`src/rtl/neopixel_pkg.sv`:
```
// rtl/neopixel_pkg.sv - shared WS2812 timing constants, enums and buffer helper
package neopixel_pkg;

    localparam int T0H                = 18;
    localparam int T1H                = 35;
    localparam int TBIT               = 63;
    localparam int TLATCH             = 2500;
    localparam int NUM_PIXELS_DEFAULT = 5;

    typedef enum logic [1:0] {
        CH_G = 2'd0,
        CH_R = 2'd1,
        CH_B = 2'd2
    } channel_t;

    typedef enum logic [1:0] {
        IDLE,
        BIT_HIGH,
        BIT_LOW,
        LATCH
    } state_t;

    // Replace one byte of a GRB word; the reserved channel leaves it untouched.
    function automatic logic [23:0] set_channel(input logic [23:0] grb,
                                                input logic [1:0]  ch,
                                                input logic [7:0]  level);
        logic [23:0] r;
        r = grb;
        case (channel_t'(ch))
            CH_G:    r[23:16] = level;
            CH_R:    r[15:8]  = level;
            CH_B:    r[7:0]   = level;
            default: r        = grb;
        endcase
        return r;
    endfunction

endpackage

```
`src/rtl/neo_bit_timer.sv`:
```
// rtl/neo_bit_timer.sv - per-bit WS2812 timer producing high-phase and bit-done
module neo_bit_timer
    import neopixel_pkg::*;
(
    input  logic clock,
    input  logic reset,
    input  logic start,
    input  logic bit_value,
    output logic high,
    output logic done
);

    logic [5:0] t;
    logic [5:0] high_last;

    assign high_last = bit_value ? 6'(T1H - 1) : 6'(T0H - 1);
    assign done      = (t == 6'(TBIT - 1));
    // High phase still continues on the following cycle.
    assign high      = (t < high_last);

    neopixel_counter #(.W(6)) u_bit_cnt (
        .clock (clock),
        .reset (reset),
        .en    (1'b1),
        .clear (start),
        .d     (done ? 6'd0 : t + 6'd1),
        .q     (t)
    );

endmodule

```
`src/rtl/neopixel_counter.sv`:
```
// rtl/neopixel_counter.sv - loadable counter register with enable and clear
module neopixel_counter #(
    parameter int W = 8
) (
    input  logic         clock,
    input  logic         reset,
    input  logic         en,
    input  logic         clear,
    input  logic [W-1:0] d,
    output logic [W-1:0] q
);

    always_ff @(posedge clock or negedge reset) begin
        if (!reset) begin
            q <= '0;
        end else if (clear) begin
            q <= '0;
        end else if (en) begin
            q <= d;
        end
    end

endmodule

```
`src/rtl/neopixel_controller.sv`:
```
// rtl/neopixel_controller.sv - WS2812 strip controller with pixel buffer and serializer
module neopixel_controller
    import neopixel_pkg::*;
#(
    parameter int CLK_HZ     = 50_000_000,
    parameter int NUM_PIXELS = NUM_PIXELS_DEFAULT
) (
    input  logic       clock,
    input  logic       reset,
    input  logic       load_it,
    input  logic [2:0] pixel_index,
    input  logic [1:0] color_index,
    input  logic [7:0] color_level,
    input  logic       send_it,
    output logic       ready_to_load,
    output logic       ready_to_send,
    output logic       neo_data
);

    state_t      state;
    logic [23:0] buffer [NUM_PIXELS];
    logic [23:0] word;
    logic [4:0]  bit_cnt;
    logic [2:0]  pix_cnt;
    logic [2:0]  next_pix;
    logic [11:0] latch_cnt;
    logic        high;
    logic        done;

    logic        idle;
    logic        load_ok;
    logic        accept;
    logic        bit_end;
    logic        last_bit;
    logic        last_pix;
    logic        latch_end;
    logic [23:0] load_word;
    logic [23:0] first_word;

    assign idle          = (state == IDLE);
    assign ready_to_load = idle;
    assign ready_to_send = idle;

    assign load_ok   = idle && load_it && (32'(pixel_index) < NUM_PIXELS) && (color_index != 2'd3);
    assign accept    = idle && send_it;
    assign bit_end   = (state == BIT_LOW) && done;
    assign last_bit  = (bit_cnt == 5'd23);
    assign last_pix  = (32'(pix_cnt) == NUM_PIXELS - 1);
    assign next_pix  = last_pix ? 3'd0 : pix_cnt + 3'd1;
    assign latch_end = (state == LATCH) && (latch_cnt == 12'(TLATCH - 1));

    assign load_word  = set_channel(buffer[pixel_index], color_index, color_level);
    // A load in the accepting cycle must appear in the frame, so forward it.
    assign first_word = (load_ok && pixel_index == 3'd0) ? load_word : buffer[0];

    neo_bit_timer u_timer (
        .clock     (clock),
        .reset     (reset),
        .start     (accept),
        .bit_value (word[23]),
        .high      (high),
        .done      (done)
    );

    neopixel_counter #(.W(5)) u_bit_counter (
        .clock (clock),
        .reset (reset),
        .en    (bit_end),
        .clear (accept),
        .d     (last_bit ? 5'd0 : bit_cnt + 5'd1),
        .q     (bit_cnt)
    );

    neopixel_counter #(.W(3)) u_pix_counter (
        .clock (clock),
        .reset (reset),
        .en    (bit_end && last_bit),
        .clear (accept),
        .d     (next_pix),
        .q     (pix_cnt)
    );

    neopixel_counter #(.W(12)) u_latch_counter (
        .clock (clock),
        .reset (reset),
        .en    (state == LATCH),
        .clear (latch_end),
        .d     (latch_cnt + 12'd1),
        .q     (latch_cnt)
    );

    always_ff @(posedge clock or negedge reset) begin
        if (!reset) begin
            state    <= IDLE;
            neo_data <= 1'b0;
            word     <= '0;
            for (int i = 0; i < NUM_PIXELS; i++) begin
                buffer[i] <= '0;
            end
        end else begin
            if (load_ok) begin
                buffer[pixel_index] <= load_word;
            end
            case (state)
                IDLE: begin
                    if (accept) begin
                        state    <= BIT_HIGH;
                        neo_data <= 1'b1;
                        word     <= first_word;
                    end
                end
                BIT_HIGH: begin
                    if (!high) begin
                        state    <= BIT_LOW;
                        neo_data <= 1'b0;
                    end
                end
                BIT_LOW: begin
                    if (done) begin
                        if (last_bit && last_pix) begin
                            state <= LATCH;
                        end else begin
                            state    <= BIT_HIGH;
                            neo_data <= 1'b1;
                            word     <= last_bit ? buffer[next_pix] : {word[22:0], 1'b0};
                        end
                    end
                end
                LATCH: begin
                    if (latch_end) begin
                        state <= IDLE;
                    end
                end
                default: begin
                    state    <= IDLE;
                    neo_data <= 1'b0;
                end
            endcase
        end
    end

endmodule

```
`config.mk`:
```
export PLATFORM = sky130hd
export DESIGN_NAME = neopixel_controller
export DESIGN_NICKNAME = d
export VERILOG_FILES = /design/src/rtl/neopixel_pkg.sv /design/src/rtl/neo_bit_timer.sv /design/src/rtl/neopixel_counter.sv /design/src/rtl/neopixel_controller.sv
export SDC_FILE = /design/constraint.sdc
export NUM_CORES = 1
export LEC_CHECK = 0
export ABC_CLOCK_PERIOD_IN_PS = 2500
export BUFFER_PORTS_ARGS = -buffer_cell sky130_fd_sc_hd__buf_2
export CAP_MARGIN = 20
export CORE_UTILIZATION = 57
export DETAILED_ROUTE_END_ITERATION = 10
export HOLD_SLACK_MARGIN = 0.15
export PLACE_DENSITY = 0.76
export SLEW_MARGIN = 15
export SYNTH_ARGS = -nofsm -noshare
export SYNTH_HDL_FRONTEND = slang
export SYNTH_SLANG_ARGS = --single-unit
```
`constraint.sdc`:
```
create_clock -name clock -period 2.5 [get_ports clock]
set_input_delay 0.375 -clock clock [delete_from_list [all_inputs] [get_ports clock]]
set_output_delay 0.375 -clock clock [all_outputs]
set_load 0.005 [all_outputs]
```
Word-level counts from Yosys, hierarchy flattened
Index checks and enable logic that the tools add are counted.

Register bits: 173. Bits of input ports: 17. Output and inout port bits: 3. Word-level logic and storage cells: 99.

$add $sub $neg: 4. $lt $le $gt $ge: 5. Equality and inequality tests: 15. Mux-type cells: 40. Bitwise operators: 2. Reduce and logical (&&, ||, !) cells: 21.

Operators with widths (count): 2-to-1 mux 24 bit (10); binary-select mux 24 bit (select 3 bit) (2); bitwise mux 120 bit (1); demux 24 bit (select 3 bit) (1); case mux 24 bit (2 select lines) (1); 2-to-1 mux 12 bit (2); 2-to-1 mux 8 bit (3); 2-to-1 mux 6 bit (3); 2-to-1 mux 5 bit (3); adder 12 x 1 -> 12 bit (second input constant) (1); equality test 12 bit (second input constant) (1); logical AND 1 bit (10); 2-to-1 mux 2 bit (5); inequality test 2 bit (second input constant) (5); 2-to-1 mux 3 bit (3); greater-or-equal comparator 4 bit (second input constant) (2); NOT 3 -> 4 bit (2); case mux 2 bit (4 select lines) (1); AND reduction 4 bit (2); nonzero test 2 bit (4); adder 6 x 1 -> 6 bit (second input constant) (1); equality test 2 bit (second input constant) (3); equality test 6 bit (second input constant) (1); < comparator 6 bit (1); 14 further kinds (19).

Longest topological paths before layout
Depth after elaboration: 10. Mapped depth: 8. Mapped depth without buffers: 7.

Hierarchy
Synthesis repeated with hierarchy kept, for this count alone.

Cells, all modules: 867. Area total of the unflattened synthesis: 9598.0 µm².

By module, submodules not included: neopixel_controller (times used 1, cells each 755, area an instance 8345.5 µm², seq. area each 3678.5 µm²); neopixel_counter at u_latch_counter (times used 1, cells each 38, area an instance 480.5 µm², seq. area each 300.3 µm²); neopixel_counter at u_timer.u_bit_cnt (times used 1, cells each 19, area an instance 244.0 µm², seq. area each 150.1 µm²); neo_bit_timer (times used 1, cells each 30, area an instance 206.4 µm², seq. area each 0.0 µm²); neopixel_counter at u_bit_counter (times used 1, cells each 16, area an instance 205.2 µm², seq. area each 125.1 µm²); neopixel_counter at u_pix_counter (times used 1, cells each 9, area an instance 116.4 µm², seq. area each 75.1 µm²).

Worst setup path after synthesis
Ideal clock, no wire load.

Kind: register to register. Start: reg u_pix_counter.q[0]. End: reg word[3]. Library setup time: 126 ps. Data arrival time: 2261 ps. Required time: 2374 ps. Slack: 113 ps. Stages on the path, launching flop included: 8. Buffers on the path: 0. Period minus slack after synthesis: 2387 ps. Path through: dfrtp_1 inv_1 ha_1 a21oi_2 mux4_2 a221oi_1 nor3_1 a221o_1.

Longest elaborated chain between the ends: 10. Elaborated cells between the ends (all ways): 14. Classes of those cells: add/sub (1); eq/ne (2); mux (8); bitwise (1); reduce/logical (2).

RTL lines: from (decl) (RTL line neopixel_counter.sv:10) `output logic [W-1:0] q`; from (signal assigned) (RTL line neopixel_counter.sv:15) `q <= '0;`; from (signal assigned) (RTL line neopixel_counter.sv:17) `q <= '0;`; from (signal assigned) (RTL line neopixel_counter.sv:19) `q <= d;`; adder 3 x 1 -> 3 bit / equality test 3 bit (equally long branches) (RTL line neopixel_controller.sv:49, neopixel_controller.sv:48); 2-to-1 mux 3 bit (RTL line neopixel_controller.sv:49) `assign next_pix = last_pix ? 3'd0 : pix_cnt + 3'd1;`; NOT 3 -> 4 bit (not written as such) (RTL line neopixel_controller.sv:125) `word <= last_bit ? buffer[next_pix] : {word[22:0], 1'b0};`; binary-select mux 24 bit (select 3 bit) (RTL line neopixel_controller.sv:125); 2-to-1 mux 24 bit (not written as such) (2 in a row) (RTL line neopixel_controller.sv:125); 2-to-1 mux 24 bit (RTL line neopixel_controller.sv:125); 2-to-1 mux 24 bit (RTL line neopixel_controller.sv:120) `if (last_bit && last_pix) begin`; 2-to-1 mux 24 bit (RTL line neopixel_controller.sv:119) `if (done) begin`; case mux 24 bit (2 select lines) (RTL line neopixel_controller.sv:104) `case (state)`; to (signal assigned) (RTL line neopixel_controller.sv:109) `word <= first_word;`; to (signal assigned) (RTL line neopixel_controller.sv:125); to (decl) (RTL line neopixel_controller.sv:22) `logic [23:0] word;`.

Parallel ways exist; a longest one is shown, timed or not. The select of a mux whose other input is x is not followed. A chain may end at the register's enable or synchronous reset.

Final worst setup path
Start: reg u_pix_counter.q[0]. End: reg word[23].

Same word-level chain as after synthesis.

==> out/metrics.yaml <==
cts:
  cts.sink_count: 173
  h-tree-depth: 4
  cts.clk_slew.worst_paths_ps: 60
  cts_buffers: 17
  clk_latency_ps: 430
  clockBufferDepth: 2
  cts_tree: "built"
  clock-root-buffer: "clkbuf_16"
synthesis:
  synth_top_family_by_area: "multiplexers"
  synthMuxAreaShare_pct: 22.8
  syn_nets: 834
  synth_compound_area_share_pct: 14.8
  synth_xor_area_share_pct: 1.21
  syn_area_um2: 9370
  yosys-top-cells-area: "dfrtp_1, mux2_2, mux4_2"
  synth-adder-area-share_pct: 1.20
  ys_warn_count: 0
  synth-edff-count: 0
  avgSynthCellArea_um2: 11.6
  synth_area_leader_cell: "dfrtp_1"
  synth_cells: 808
  synthArstFlopShare_pct: 100
  ys_seq_area_share_pct: 46.2
  synth.most_common_cell: "dfrtp_1"
  netlist_top_cells_count: "dfrtp_1, mux2_2, nor2_1, o21ai_0, nand2_1"
  synth.distinct_cells: 67
  synth-simple-area-share_pct: 10.2
  synthFlopType: "dfrtp_1"
  synth-seq-cells: 173
  yosys.area.top_type_share_pct: 46.2
timing:
  tns_ps: 0
  hold_viol_final: 0
  fin_crit_ps: 2350
  drv_slew: 0
  finalCritPeriodShare_pct: 93.9
  fmax_mhz: 426
  finalSetupViolations: 0
  finClkSkew_ps: 9.10
  holdWs_ps: 317
  tightest_slew_ps: 821
  rsz0062_at_grt: "false"
  slew_headroom_pct: 45.1
place:
  io_buffers: 19
  hpwlAfterDp_um: 16900
  gp_congestion: 0.870
  dp_cells: 1034
die:
  io_pins: 20
  chipHeight_um: 130
  coreArea_um2: 15900
  initial_core_util_pct: 58.8
  fp-row-count: 46
  dieArea_um2: 17000
  die_width_um: 130
route:
  drtAntennaViolNets: 0
  first_pass_iters: 5
  drcViolationCount: 0
  vias: 7397
  drtIter0Drc: 762
  finalWirelength_um: 25900
  wl_per_cell_um: 24.2
  via_per_inst: 6.93
worst_setup_path:
  regToRegStartpoint: "u_pix_counter.q[0]$_DFFE_PN0P_"
  endpoint_kind: "register"
  startpoint: "u_pix_counter.q[0]$_DFFE_PN0P_"
  crit_path_end: "word[23]$_DFFE_PN0P_"
  required_ps: 2820
  crit_type: "reg -> reg"
  arrival_ps: 2670
  cp-start-kind: "register"
  reg2regPathDepth: 7
  r2r_slack_ps: 150
  timing.rr.end: "word[23]$_DFFE_PN0P_"
  crit_fanout: 10
cells_and_area:
  syn2layout_area_growth_pct: 12.3
  antenna_cells: 0
  layout.nets: 865
  drive_above_1_share_pct: 29.3
  layoutNonFillerInstCount: 1067
global_routing:
  grt_pass1_vias: 7731
  grt_remaining_overflow: 0
  grt_max_degree: 63
  global_route.usage.total_pct: 32.7
  grt_first_pass_wirelength_um: 41400
  grt_antenna_before_repair: 0
power:
  comb_power_share_pct: 5.0
  swShare_pct: 22.3
  power.net_switching_mw: 1.27
  power.density_nw_per_um2: 540
  p_int_mw: 4.42
  ir_worst_vdd_mv: 0.527
  seqPwrFrac_pct: 49.3
  p_clk_share_pct: 45.8
  power_leakage_nw: 4.85
status:
  status: "completed"
min_path:
  min_path_type: "in -> reg"
run:
  drv_cap: 0
-- power groups by stage --
stage          clock, mW  sequential [mW]  combinational [mW]
3_5_place_dp           0             2.85               0.276
4_1_cts             2.63             2.80               0.279
6_report            2.60             2.80               0.283
2_1_floorplan          0             2.85               0.130
3_3_place_gp           0             2.85               0.264
5_1_grt             2.74             2.80               0.304
-- routing by layer --
| metal | track usage, % | vias up | share of wire (%) |
|---|---|---|---|
| met3 | 7.79 | 116 | 9.5 |
| met4 | 17.6 | 0 | 4.3 |
| met5 | 0 | - | 0 |
| met2 | 51.1 | 418 | 47 |
| li1 | - | 3138 | - |
| met1 | 42.3 | 3725 | 40 |
-- layout by cell type (no fill, tap or decap), drive strengths merged, types with 6 or more instances in the layout --
cell    netlist  layout
nand2b        6       6
nand2        33      33
ha            9       9
a221o        23      23
and2         17      17
mux2i        23      23
a21oi        24      24
nor2         60      60
nand3b        7       7
a221oi       14      14
o22ai        12      12
nor3         16      16
o21ai        40      40
dfrtp       173     173
o31ai         9       9
and3          6       6
mux2        113     113
a31oi        21      21
xnor2         9       9
nand3        13      13
clkbuf       22      25
inv          10      10
buf          37      69
mux4         28      28
a22oi         6       6
a211o         6       6
a21boi        7       7
-- flip-flops by register name (all words and copies together), names as in the netlist --
name and count:
buffer 120, word 24, u_latch_counter.q 12, u_timer.u_bit_cnt.q 6, u_bit_counter.q 5, u_pix_counter.q 3
state 2, neo_data 1
-- how the worst min path moves through the flow --
stage                       start                               end  slack, ps  cells past startpoint
final                     send_it    u_bit_counter.q[2]$_DFFE_PN0P_        320                      4
after global routing      send_it              word[22]$_DFFE_PN0P_        350                      3
after CTS                 send_it    u_bit_counter.q[2]$_DFFE_PN0P_        310                      4
after detailed placement    reset  u_timer.u_bit_cnt.q[5]$_DFF_PN0_        400                      1
after global placement      reset  u_timer.u_bit_cnt.q[5]$_DFF_PN0_        390                      1
after floorplan             reset             buffer[0]$_DFFE_PN0P_         80                      0
-- critical path: stages, from the launching register on --
cell and delay (ps):
dfrtp_1 410, buf_4 160, ha_1 210, or3b_1 420, and2_2 320, a221oi_1 370
a211oi_1 90, a221o_1 270
-- per-stage QoR --
stage | power (mW) | worst slack, ps | area (µm²) | util, %
2_1_floorplan | 2.98 | 113 | 9370 | -
6_report | 5.68 | 151 | 10500 | 66.0
4_1_cts | 5.71 | 42.1 | 10500 | 65.8
3_3_place_gp | 3.12 | 191 | 9910 | 62.1
5_1_grt | 5.84 | 78.9 | 10500 | 66.0
3_5_place_dp | 3.13 | 63.7 | 9910 | 62.1
-- what timing repair did --
action | CTS | global route
resized for setup | 0 | 2
setup buffers | 0 | 1
hold endpoints to repair | 58 | 0
setup endpoints to repair | 0 | 9
hold buffers | 1 | 0
-- layout make-up --
| class | count | area, µm² |
|---|---|---|
| clock buffer | 24 | 482 |
| tap | 216 | 270 |
| clock inverter | 7 | 87.6 |
| fill | 1143 | 5410 |
| inverter | 11 | 41.3 |
| multi-input combinational | 565 | 4720 |
| timing repair buffer | 71 | 599 |
| sequential | 173 | 4330 |
-- cells by family after synthesis --
kind of cell,Yosys count
AO/OA/AOI/OAI,193
AND/OR/NAND/NOR,186
flip-flops,173
multiplexers,164
buffers and inverters,70
XOR/XNOR,13
adder cells (fa/ha/maj),9
Power figures use the tool's default switching activity.
